[config.mk]
export PLATFORM = sky130hd
export DESIGN_NAME = coef_mul_issue
export DESIGN_NICKNAME = d
export VERILOG_FILES = /design/src/rtl/coef_mul_issue_pkg.sv /design/src/rtl/coef_mul_issue_mul_w_x_w.sv /design/src/rtl/coef_mul_issue.sv
export SDC_FILE = /design/constraint.sdc
export NUM_CORES = 1
export LEC_CHECK = 0
export ABC_AREA = 0
export CORE_ASPECT_RATIO = 1.1
export CORE_MARGIN = 2
export CORE_UTILIZATION = 29
export DETAILED_ROUTE_END_ITERATION = 10
export REMOVE_ABC_BUFFERS = 1
export SLEW_MARGIN = 15
export SYNTH_ARGS = -nofsm -noshare
export SYNTH_HDL_FRONTEND = slang
export SYNTH_SLANG_ARGS = --single-unit
[constraint.sdc]
create_clock -name clk -period 12.5 [get_ports clk]
set_input_delay 1.875 -clock clk [delete_from_list [all_inputs] [get_ports clk]]
set_output_delay 1.875 -clock clk [all_outputs]
set_load 0.05 [all_outputs]
[src/rtl/coef_mul_issue_pkg.sv]
// Shared parameters and FSM encoding for the coefficient multiply/issue stage.
package coef_mul_issue_pkg;

  localparam int CMI_N = 256;   // coefficients per block
  localparam int CMI_Q = 3329;  // modulus for operand range check
  localparam int CMI_W = 12;    // operand width

  typedef enum logic [1:0] {
    ST_IDLE  = 2'd0,
    ST_RUN   = 2'd1,
    ST_DRAIN = 2'd2,
    ST_DONE  = 2'd3
  } issue_state_t;

endpackage

[src/rtl/coef_mul_issue_mul_w_x_w.sv]
// Registered W x W unsigned multiplier; acts as pipeline stage 2.
module mul_w_x_w
  import coef_mul_issue_pkg::*;
#(
  parameter int W = CMI_W
) (
  input  logic           clk,
  input  logic           rst_n,
  input  logic           en,
  input  logic           in_valid,
  input  logic [W-1:0]   a,
  input  logic [W-1:0]   b,
  output logic           out_valid,
  output logic [2*W-1:0] p
);

  // Capture the full-width product whenever the pipeline advances.
  always_ff @(posedge clk or negedge rst_n) begin
    if (!rst_n) begin
      out_valid <= 1'b0;
      p         <= '0;
    end else if (en) begin
      out_valid <= in_valid;
      p         <= (2*W)'(a) * (2*W)'(b);
    end
  end

endmodule

[src/rtl/coef_mul_issue.sv]
// Block-based coefficient multiplier: accepts N operand pairs per start,
// issues N full-width products to the downstream reducer.
module coef_mul_issue
  import coef_mul_issue_pkg::*;
#(
  parameter int N = CMI_N,
  parameter int Q = CMI_Q,
  parameter int W = CMI_W
) (
  input  logic           clk,
  input  logic           rst_n,
  input  logic           start,
  input  logic           s_valid,
  output logic           s_ready,
  input  logic [W-1:0]   s_a,
  input  logic [W-1:0]   s_b,
  output logic           m_valid,
  input  logic           m_ready,
  output logic [2*W-1:0] m_c,
  output logic           m_last,
  output logic           busy,
  output logic           done,
  output logic           err_range
);

  localparam int             CW     = $clog2(N) + 1;
  localparam logic [CW-1:0]  N_CNT  = CW'(N);
  localparam logic [CW-1:0]  N_LAST = CW'(N - 1);
  localparam logic [W:0]     Q_LIM  = (W+1)'(Q);

  issue_state_t  state, state_nxt;
  logic [CW-1:0] in_cnt, out_cnt;
  logic          s1_valid;
  logic [W-1:0]  s1_a, s1_b;
  logic          advance, accept, xfer, start_blk, out_of_range;

  // Stage 2 empty or draining this cycle: the whole pipe may shift.
  assign advance      = !m_valid || m_ready;
  assign accept       = s_valid && s_ready;
  assign xfer         = m_valid && m_ready;
  assign start_blk    = start && (state == ST_IDLE);
  assign out_of_range = ({1'b0, s_a} >= Q_LIM) || ({1'b0, s_b} >= Q_LIM);
  assign m_last       = m_valid && (out_cnt == N_LAST);

  // State register.
  always_ff @(posedge clk or negedge rst_n) begin
    if (!rst_n) state <= ST_IDLE;
    else        state <= state_nxt;
  end

  // Next-state and state-derived outputs.
  always_comb begin
    state_nxt = state;
    s_ready   = 1'b0;
    busy      = 1'b0;
    done      = 1'b0;
    case (state)
      ST_IDLE: begin
        if (start) state_nxt = ST_RUN;
      end
      ST_RUN: begin
        busy    = 1'b1;
        s_ready = (in_cnt < N_CNT) && advance;
        if (in_cnt == N_CNT) state_nxt = ST_DRAIN;
      end
      ST_DRAIN: begin
        busy = 1'b1;
        if (xfer && m_last) state_nxt = ST_DONE;
      end
      ST_DONE: begin
        done      = 1'b1;
        state_nxt = ST_IDLE;
      end
      default: state_nxt = ST_IDLE;
    endcase
  end

  // Block counters and sticky range flag; cleared by an accepted start.
  always_ff @(posedge clk or negedge rst_n) begin
    if (!rst_n) begin
      in_cnt    <= '0;
      out_cnt   <= '0;
      err_range <= 1'b0;
    end else if (start_blk) begin
      in_cnt    <= '0;
      out_cnt   <= '0;
      err_range <= 1'b0;
    end else begin
      if (accept)                 in_cnt    <= in_cnt + CW'(1);
      if (xfer)                   out_cnt   <= out_cnt + CW'(1);
      if (accept && out_of_range) err_range <= 1'b1;
    end
  end

  // Stage 1 operand register, frozen while stage 2 is stalled.
  always_ff @(posedge clk or negedge rst_n) begin
    if (!rst_n) begin
      s1_valid <= 1'b0;
      s1_a     <= '0;
      s1_b     <= '0;
    end else if (advance) begin
      s1_valid <= accept;
      s1_a     <= s_a;
      s1_b     <= s_b;
    end
  end

  mul_w_x_w #(.W(W)) u_mul (
    .clk       (clk),
    .rst_n     (rst_n),
    .en        (advance),
    .in_valid  (s1_valid),
    .a         (s1_a),
    .b         (s1_b),
    .out_valid (m_valid),
    .p         (m_c)
  );

endmodule

==> results.yml, run 1 <==
status:
  status: "complete, no violations"
timing:
  finalSetupViolCount: 0
  fmax_mhz: 175.9
  drv_slew: 0
  min_period_ns: 5.685
  post-route-period-util: 0.4548
  tns_ns: 0
  finalHoldViolCount: 0
  relSlewSlack: 0.3711
  whs_ns: 0.4642
  clock_skew_ns: 0.008177
  worstMarginPinSlew_ns: 0.9433
  rsz0062_at_grt: "no"
drt:
  ant_nets: 0
  drt_iter0_markers: 220
  dr.pass1.iters: 5
  dr_total_vias: 5669
  avgRoutedWirePerCell_um: 12.93
  via_per_inst: 4.467
  drc: 0
  drt-total-wl_um: 16400
job:
  drv_cap: 0
floorplanning:
  die_h_um: 175.1
  start_util: 0.2951
  coreArea_um2: 26140
  dieArea_um2: 27930
  die_w_um: 159.5
  rows: 62
  ios: 59
cts:
  cts_root_buffer: "clkbuf_16"
  clkLatencyLatePin_ns: 0.34
  cts_hold_buf: 0
  numCtsBuffers: 9
  cts_resized: 0
  cts_setup_buffers: 0
  cts_tree: "built"
  htreeDepth: 3
  clock_sinks: 71
  cts.path.max_buffers: 2
  path_clk_slew_ns: 0.06
finish:
  final_cell_mix: "nand2_1 (196), inv_1 (135), fa_1 (100)"
  drive_gt1_frac: 0.03599
  synthToLayoutAreaGrowth_pct: 15.62
  final_common_cell: "nand2_1"
  antenna_cells: 0
  fill_cells: 2677
  multi_input_area_um2: 5289
  regArea_um2: 1777
  fin_nets: 1112
yosys:
  synthesis.area_per_instance_um2: 8.767
  yosys_register_bits: 71
  synthesis.area_um2: 7715
  synth-seq-area-share: 0.2303
  syn_inst: 880
  synth-edff-count: 0
  yosys_warnings: 0
  yosysUniqueCellTypes: 47
  synth_flop_cell: "dfrtp_1"
  async_flop_share: 1.000
placement:
  dp_hpwl_um: 12820
  gp_congestion: 0.8148
  port_buffers: 58
global_route:
  antenna_found_initial: 0
  grt_pass1_wl_um: 28570
  grt_overflow: 0
  grtUsageTotal: 0.1267
  grt_start_max_net_pins: 72
  grt_pass1_vias: 5757
setup_path:
  arrival_ns: 3.81
  crit_required_ns: 10.62
  cp-start-kind: "primary input"
  criticalPathCategory: "primary input to primary output"
  cp-end-kind: "primary output"
  cp_max_fo: 46
power_and_ir_drop:
  power_w: 0.001907
  power.leakage_nw: 4.459
  vdd_ir_drop_max_v: 0.0001320
  power.density_nw_per_um2: 213.8
worst_hold_path:
  min_path_type: "flop to flop"
critical path: stages:
cell and delay, ns:
clkdlybuf4s50_1 0.53, nor2b_4 0.05, buf_4 0.29, nor3b_2 0.23
clkdlybuf4s50_1 0.83
sequential cells by signal (all words and copies together) (netlist names):
register / count
u_mul.p: 24
state: 2
u_mul.out_valid: 1
s1_a: 12
out_cnt: 9
s1_b: 12
err_range: 1
s1_valid: 1
in_cnt: 9
routing by layer:
layer  routed length [µm]  global-route usage
met5                    0                   0
met4                  190             0.03523
met3                  573             0.02231
met2                 8451              0.2266
met1                 7190              0.1568
cells in the mapped netlist, drive strengths merged (4+ instances only):
cell	instances	area share
buf	4	0.0023
dfrtp	71	0.23
clkbuf	36	0.018
fa	100	0.26
nand2b	4	0.0032
nor2	45	0.022
nor4	5	0.0041
xnor2	10	0.011
a21oi	38	0.025
nand4	7	0.0065
inv	135	0.066
nand2	196	0.095
xor2	18	0.020
nand3	10	0.0065
o21ai	15	0.0097
a21o	8	0.0079
ha	71	0.12
and2	70	0.057
report_power, final:
group          switching, W  internal (W)  total, W
Clock              0.000106      0.000161  0.000266
Combinational      0.000773      0.000551   0.00132
Sequential        0.0000327      0.000284  0.000317
Total              0.000911      0.000996   0.00191
layout make-up:
class	instances	area share
well taps	352	0.04938
flip-flops and latches	71	0.1992
clock inverters	6	0.007575
clock buffers	10	0.02679
repair buffers	61	0.06733
multi-input cells	634	0.5929
inverters	135	0.05681
metrics by stage:
step	std cells	utilization	worst slack, ns	area (µm²)
final	1269	0.3412	6.815	8920
after global routing	1269	0.3412	6.718	8920
after CTS	1269	0.3412	6.783	8920
after detailed placement	1253	0.3295	6.784	8613
after global placement	1253	0.3295	6.823	8613
after floorplan	840	-	6.814	7562
logic make-up (layout without fill, tap and decap cells):
logic type	after synthesis	after routing	share of synthesized area
buf+inv	175	212	0.08547
xor+xnor	28	28	0.03179
mux	3	3	0.003892
flops	71	71	0.2303
compound gates	81	81	0.06649
fa+ha+maj	171	171	0.3746
simple gates	351	351	0.2074
worst paths after layout:
| kind | slack (ns) | start | to | depth (start not counted) |
|---|---|---|---|---|
| worst min register to register | 0.46 | u_mul.p[4]$_DFFE_PN0N_ | u_mul.p[4]$_DFFE_PN0N_ | 2 |
| worst max-delay path | 6.82 | m_ready | s_ready | 5 |
| worst max register to register | 7.04 | s1_b[5]$_DFFE_PN0N_ | u_mul.p[19]$_DFFE_PN0N_ | 16 |
| min in group asynchronous | 1.62 | rst_n | u_mul.p[11]$_DFFE_PN0N_ | 1 |
| worst min-delay path | 0.46 | u_mul.p[4]$_DFFE_PN0N_ | u_mul.p[4]$_DFFE_PN0N_ | 2 |
| max in group asynchronous | 10.21 | rst_n | u_mul.p[7]$_DFFE_PN0N_ | 1 |
No activity file was read; power rests on OpenSTA's default activity.
==> inputs of run 2 (changes only) <==
==> constraint.sdc (replaced) <==
create_clock -name clk -period 5.6 [get_ports clk]
set_input_delay 0.84 -clock clk [delete_from_list [all_inputs] [get_ports clk]]
set_output_delay 0.84 -clock clk [all_outputs]
set_load 0.05 [all_outputs]
==> run 2 against run 1 <==
Compared with the run above:
- via count grew 1.8%
- routed wire length grew 3.6%
- critical path depth grew 12
- cell area grew 0.60%
- first-iteration DRC count is the same
- global-route usage is essentially flat
- critical path type is now flop to flop
- largest cell class unchanged
- largest power group unchanged
==> results.yml, run 2 (same netlist as run 1, synthesis figures left out) <==
floorplanning:
  rows: 62
  die_h_um: 175.1
  die_w_um: 159.5
  start_util: 0.2951
  dieArea_um2: 27930
  coreArea_um2: 26140
  ios: 59
power_and_ir_drop:
  power.leakage_nw: 4.480
  power.density_nw_per_um2: 476.0
  vdd_ir_drop_max_v: 0.0003732
  power_w: 0.004271
drt:
  dr.pass1.iters: 6
  via_per_inst: 4.516
  drc: 0
  ant_nets: 0
  drt_iter0_markers: 220
  avgRoutedWirePerCell_um: 13.30
  dr_total_vias: 5772
  drt-total-wl_um: 17000
finish:
  largest_reg_flops: 24
  drive_gt1_frac: 0.05292
  fin_util: 0.3433
  final_common_cell: "nand2_1"
  fill_cells: 2719
  synthToLayoutAreaGrowth_pct: 16.32
  postLayoutCellArea_um2: 8974
  fin_nets: 1121
  largestRegisters: "u_mul.p x24, s1_a x12, s1_b x12"
  layoutNonFillerInstCount: 1278
  top_register: "u_mul.p"
  final_cell_mix: "nand2_1 (196), inv_1 (135), fa_1 (100)"
  antenna_cells: 0
setup_path:
  crit_chain: "nand2_1 -> fa_1 -> fa_1 -> fa_1 -> inv_1 -> fa_1 -> inv_1 -> fa_1 -> inv_1 -> ha_1 -> a21o_1 -> a31oi_1 -> o211ai_1 -> a21oi_1 -> a21boi_0 -> xnor2_1 -> a21oi_1"
  worst-path-buf-inv: 3
  slowest_delay_ns: 0.61
  cp_max_fo: 13
  crit_slowest_cell: "dfrtp_1"
  cp_top_family: "adder cells"
  cp-start-kind: "flop"
  arrival_ns: 5.50
  critPathMostFrequentCell: "fa_1"
  criticalPathCategory: "flop to flop"
  cp-end-kind: "flop"
  crit_required_ns: 5.80
placement:
  place_inst: 1262
  place_area_um2: 8681
  gp_congestion: 0.8358
  port_buffers: 58
  dp_hpwl_um: 13630
global_route:
  grt_start_max_net_pins: 72
  grt_pass1_vias: 5818
  grt_pass1_wl_um: 28780
  grt_overflow: 0
  grtUsageTotal: 0.1270
  antenna_found_initial: 0
timing:
  rsz0062_at_grt: "no"
  finalHoldViolCount: 0
  relSlewSlack: 0.3573
  worstMarginPinSlew_ns: 0.9553
  clock_skew_ns: 0.01038
  min_period_ns: 5.297
  post-route-period-util: 0.9458
  finalSetupViolCount: 0
  drv_slew: 0
  fmax_mhz: 188.8
  tns_ns: 0
cts:
  clock_sinks: 71
  cts_tree: "built"
  cts_setup_buffers: 0
  clkLatencyLatePin_ns: 0.34
  path_clk_slew_ns: 0.06
  cts_root_buffer: "clkbuf_16"
  htreeDepth: 3
  numCtsBuffers: 9
  cts.path.max_buffers: 2
worst_hold_path:
  min_path_type: "flop to flop"
job:
  drv_cap: 0
status:
  status: "complete, no violations"
## run 2: metal layers
| metal | GRT usage | share of wire |
|---|---|---|
| met1 | 0.1593 | 0.43 |
| met2 | 0.2264 | 0.52 |
| met3 | 0.02065 | 0.038 |
| met4 | 0.03409 | 0.011 |
| met5 | 0 | 0 |
## run 2: worst register-to-register path, stage by stage (launching register included)
cell and delay [ns]:
dfrtp_1 0.61, nand2_1 0.14, fa_1 0.54, fa_1 0.46
fa_1 0.50, inv_1 0.05, fa_1 0.52, inv_1 0.05
fa_1 0.52, inv_1 0.04, ha_1 0.34, a21o_1 0.22
a31oi_1 0.25, o211ai_1 0.17, a21oi_1 0.32, a21boi_0 0.17
xnor2_1 0.16, a21oi_1 0.08
## run 2: worst paths after layout
path                                         from                 endpoint  cells past startpoint  slack (ns)
setup / recovery              s1_b[3]$_DFFE_PN0N_  u_mul.p[20]$_DFFE_PN0N_                     17        0.30
hold / removal             u_mul.p[0]$_DFFE_PN0N_   u_mul.p[0]$_DFFE_PN0N_                      2        0.46
setup reg to reg              s1_b[3]$_DFFE_PN0N_  u_mul.p[20]$_DFFE_PN0N_                     17        0.30
hold reg to reg            u_mul.p[0]$_DFFE_PN0N_   u_mul.p[0]$_DFFE_PN0N_                      2        0.46
max in group asynchronous                   rst_n      s1_b[8]$_DFFE_PN0N_                      1        4.29
min in group asynchronous                   rst_n  u_mul.p[11]$_DFFE_PN0N_                      1        0.60
## run 2: timing repair
action                     in CTS  in global routing
hold buffers                    0                  0
setup endpoints to repair       0                  2
gates resized for setup         0                  7
## run 2: layout make-up
type	count	area (µm²)	share of cell area
multi-input combinational	634	5289	0.5894
sequential	71	1785	0.1990
timing repair buffer	70	668.1	0.07446
inverter	135	506.7	0.05647
tap	352	440.4	0.04908
clock buffer	10	239.0	0.02663
clock inverter	6	45.04	0.005020
## run 2: through the flow
| step | hold slack (ns) | setup WS, ns |
|---|---|---|
| floorplan | 0.4354 | 0.5131 |
| global placement | 0.4532 | 0.3433 |
| detailed placement | 0.4552 | 0.2538 |
| CTS | 0.4694 | 0.2288 |
| global route | 0.5104 | 0.003329 |
| finish | 0.4640 | 0.3035 |
## run 2: power breakdown
part	internal (W)	switching, W
Sequential	0.000634	0.0000715
Clock	0.000313	0.000236
Combinational	0.00125	0.00176
Total	0.00220	0.00207
==> inputs of run 3 (changes only) <==
--- a/config.mk
+++ b/config.mk
@@ -10,7 +10,6 @@
 export CORE_MARGIN = 2
 export CORE_UTILIZATION = 29
 export DETAILED_ROUTE_END_ITERATION = 10
-export REMOVE_ABC_BUFFERS = 1
 export SLEW_MARGIN = 15
 export SYNTH_ARGS = -nofsm -noshare
 export SYNTH_HDL_FRONTEND = slang
==> run 3 against run 2 <==
Compared with the run above:
- final cell count increased by 0.31%
- largest power group unchanged
- register-to-register slack worse by 0.04 ns
- clock power increased by 5.3%
- critical path type unchanged
- sequential cell count unchanged
- sequential power barely moved
- critical endpoint is now u_mul.p[19]$_DFFE_PN0N_
==> results.yml, run 3 (same netlist as run 1, synthesis figures left out) <==
floorplanning:
  die_h_um: 175.1
  ios: 59
  coreArea_um2: 26140
  die_w_um: 159.5
  start_util: 0.2951
  dieArea_um2: 27930
  rows: 62
finish:
  final_common_cell: "nand2_1"
  top_register: "u_mul.p"
  fin_util: 0.3443
  drive_gt1_frac: 0.05161
  synthToLayoutAreaGrowth_pct: 16.66
  antenna_cells: 0
  fin_nets: 1125
  largest_reg_flops: 24
  largestRegisters: "u_mul.p x24, s1_a x12, s1_b x12"
  final_cell_mix: "nand2_1 (196), inv_1 (135), fa_1 (100)"
cts:
  cts_hold_buf: 0
  cts_setup_buffers: 0
  cts_root_buffer: "clkbuf_16"
  clock_sinks: 71
  cts_resized: 0
  numCtsBuffers: 9
  htreeDepth: 3
  clkLatencyLatePin_ns: 0.36
  cts.path.max_buffers: 2
  path_clk_slew_ns: 0.07
  cts_tree: "built"
setup_path:
  arrival_ns: 5.59
  cp-end-kind: "flop"
  critPathMostFrequentCell: "fa_1"
  rr_startpoint: "s1_b[5]$_DFFE_PN0N_"
  cp-start-kind: "flop"
  cp-startpoint: "s1_b[5]$_DFFE_PN0N_"
  slowest_delay_ns: 0.60
  crit_required_ns: 5.86
  cp_top_family: "adder cells"
  crit_slowest_cell: "dfrtp_1"
  crit_chain: "nand2_1 -> fa_1 -> fa_1 -> fa_1 -> inv_1 -> fa_1 -> inv_1 -> fa_1 -> inv_1 -> ha_1 -> a21o_1 -> a211o_2 -> o22ai_4 -> a2111oi_2 -> or4_1 -> o211a_1"
  worst-path-buf-inv: 3
  cp_max_fo: 13
  criticalPathCategory: "flop to flop"
timing:
  fmax_mhz: 187.4
  clock_skew_ns: 0.008469
  post-route-period-util: 0.9530
  tns_ns: 0
  relSlewSlack: 0.3487
  drv_slew: 0
  finalSetupViolCount: 0
  whs_ns: 0.4648
  finalHoldViolCount: 0
  worstMarginPinSlew_ns: 0.9769
  rsz0062_at_grt: "no"
  min_period_ns: 5.337
drt:
  ant_nets: 0
  via_per_inst: 4.488
  drc: 0
  dr_total_vias: 5753
  avgRoutedWirePerCell_um: 14.38
  dr.pass1.iters: 4
  drt_iter0_markers: 222
  drt-total-wl_um: 18430
power_and_ir_drop:
  power.density_nw_per_um2: 485.2
  power.leakage_nw: 4.509
  vdd_ir_drop_max_v: 0.0005687
worst_hold_path:
  min_path_type: "flop to flop"
  min_from: "u_mul.p[2]$_DFFE_PN0N_"
yosys:
  syn-num-nets: 1080
placement:
  port_buffers: 58
  gp_congestion: 0.8318
  dp_hpwl_um: 14290
global_route:
  grt_pass1_vias: 6177
  grt_start_max_net_pins: 72
  grtUsageTotal: 0.1425
  grt_pass1_wl_um: 31690
  antenna_found_initial: 0
  grt_overflow: 0
status:
  status: "complete, no violations"
job:
  drv_cap: 0
==> run 3: metal layers <==
| metal | track usage | wire [µm] |
|---|---|---|
| met1 | 0.1885 | 8475 |
| met2 | 0.2341 | 8700 |
| met3 | 0.02848 | 873 |
| met4 | 0.04659 | 380 |
| met5 | 0 | 0 |
==> run 3: final cells by class <==
| cell class | instances | area [µm²] |
|---|---|---|
| Multi-Input combinational cell | 634 | 5289 |
| Inverter | 135 | 506.7 |
| Sequential cell | 71 | 1779 |
| Fill cell | 2734 | 17140 |
| Clock buffer | 9 | 225.2 |
| Timing Repair Buffer | 74 | 698.2 |
| Clock inverter | 7 | 61.31 |
| Tap cell | 352 | 440.4 |
==> run 3: worst register-to-register path, cell delays in order (launching register included) <==
cell and delay (ns):
dfrtp_1 0.60, nand2_1 0.15, fa_1 0.59, fa_1 0.45, fa_1 0.53, inv_1 0.07
fa_1 0.54, inv_1 0.06, fa_1 0.53, inv_1 0.04, ha_1 0.33, a21o_1 0.22
a211o_2 0.33, o22ai_4 0.11, a2111oi_2 0.09, or4_1 0.48, o211a_1 0.12
==> run 3: worst paths after layout <==
kind	cells after the start	slack (ns)	to
worst max-delay path	16	0.26	u_mul.p[19]$_DFFE_PN0N_
worst min-delay path	2	0.46	u_mul.p[2]$_DFFE_PN0N_
worst max register to register	16	0.26	u_mul.p[19]$_DFFE_PN0N_
worst min register to register	2	0.46	u_mul.p[2]$_DFFE_PN0N_
max in group asynchronous	1	4.27	s1_b[4]$_DFFE_PN0N_
min in group asynchronous	1	0.63	in_cnt[8]$_DFFE_PN0P_
==> run 3: where the power goes <==
| group | internal [W] | total [W] | switching (W) |
|---|---|---|---|
| logic | 0.00128 | 0.00308 | 0.00180 |
| registers | 0.000634 | 0.000706 | 0.0000725 |
| clock network | 0.000309 | 0.000579 | 0.000270 |
==> run 3: through the flow <==
step | setup slack (ns) | total power, W | area, µm² | cells
2_1_floorplan | 0.3842 | 0.003030 | 7715 | 880
3_3_place_gp | 0.3366 | 0.003781 | 8711 | 1266
3_5_place_dp | 0.2862 | 0.003777 | 8711 | 1266
4_1_cts | 0.2467 | 0.004412 | 8997 | 1282
5_1_grt | 0.005489 | 0.004812 | 9000 | 1282
6_report | 0.2631 | 0.004367 | 9000 | 1282
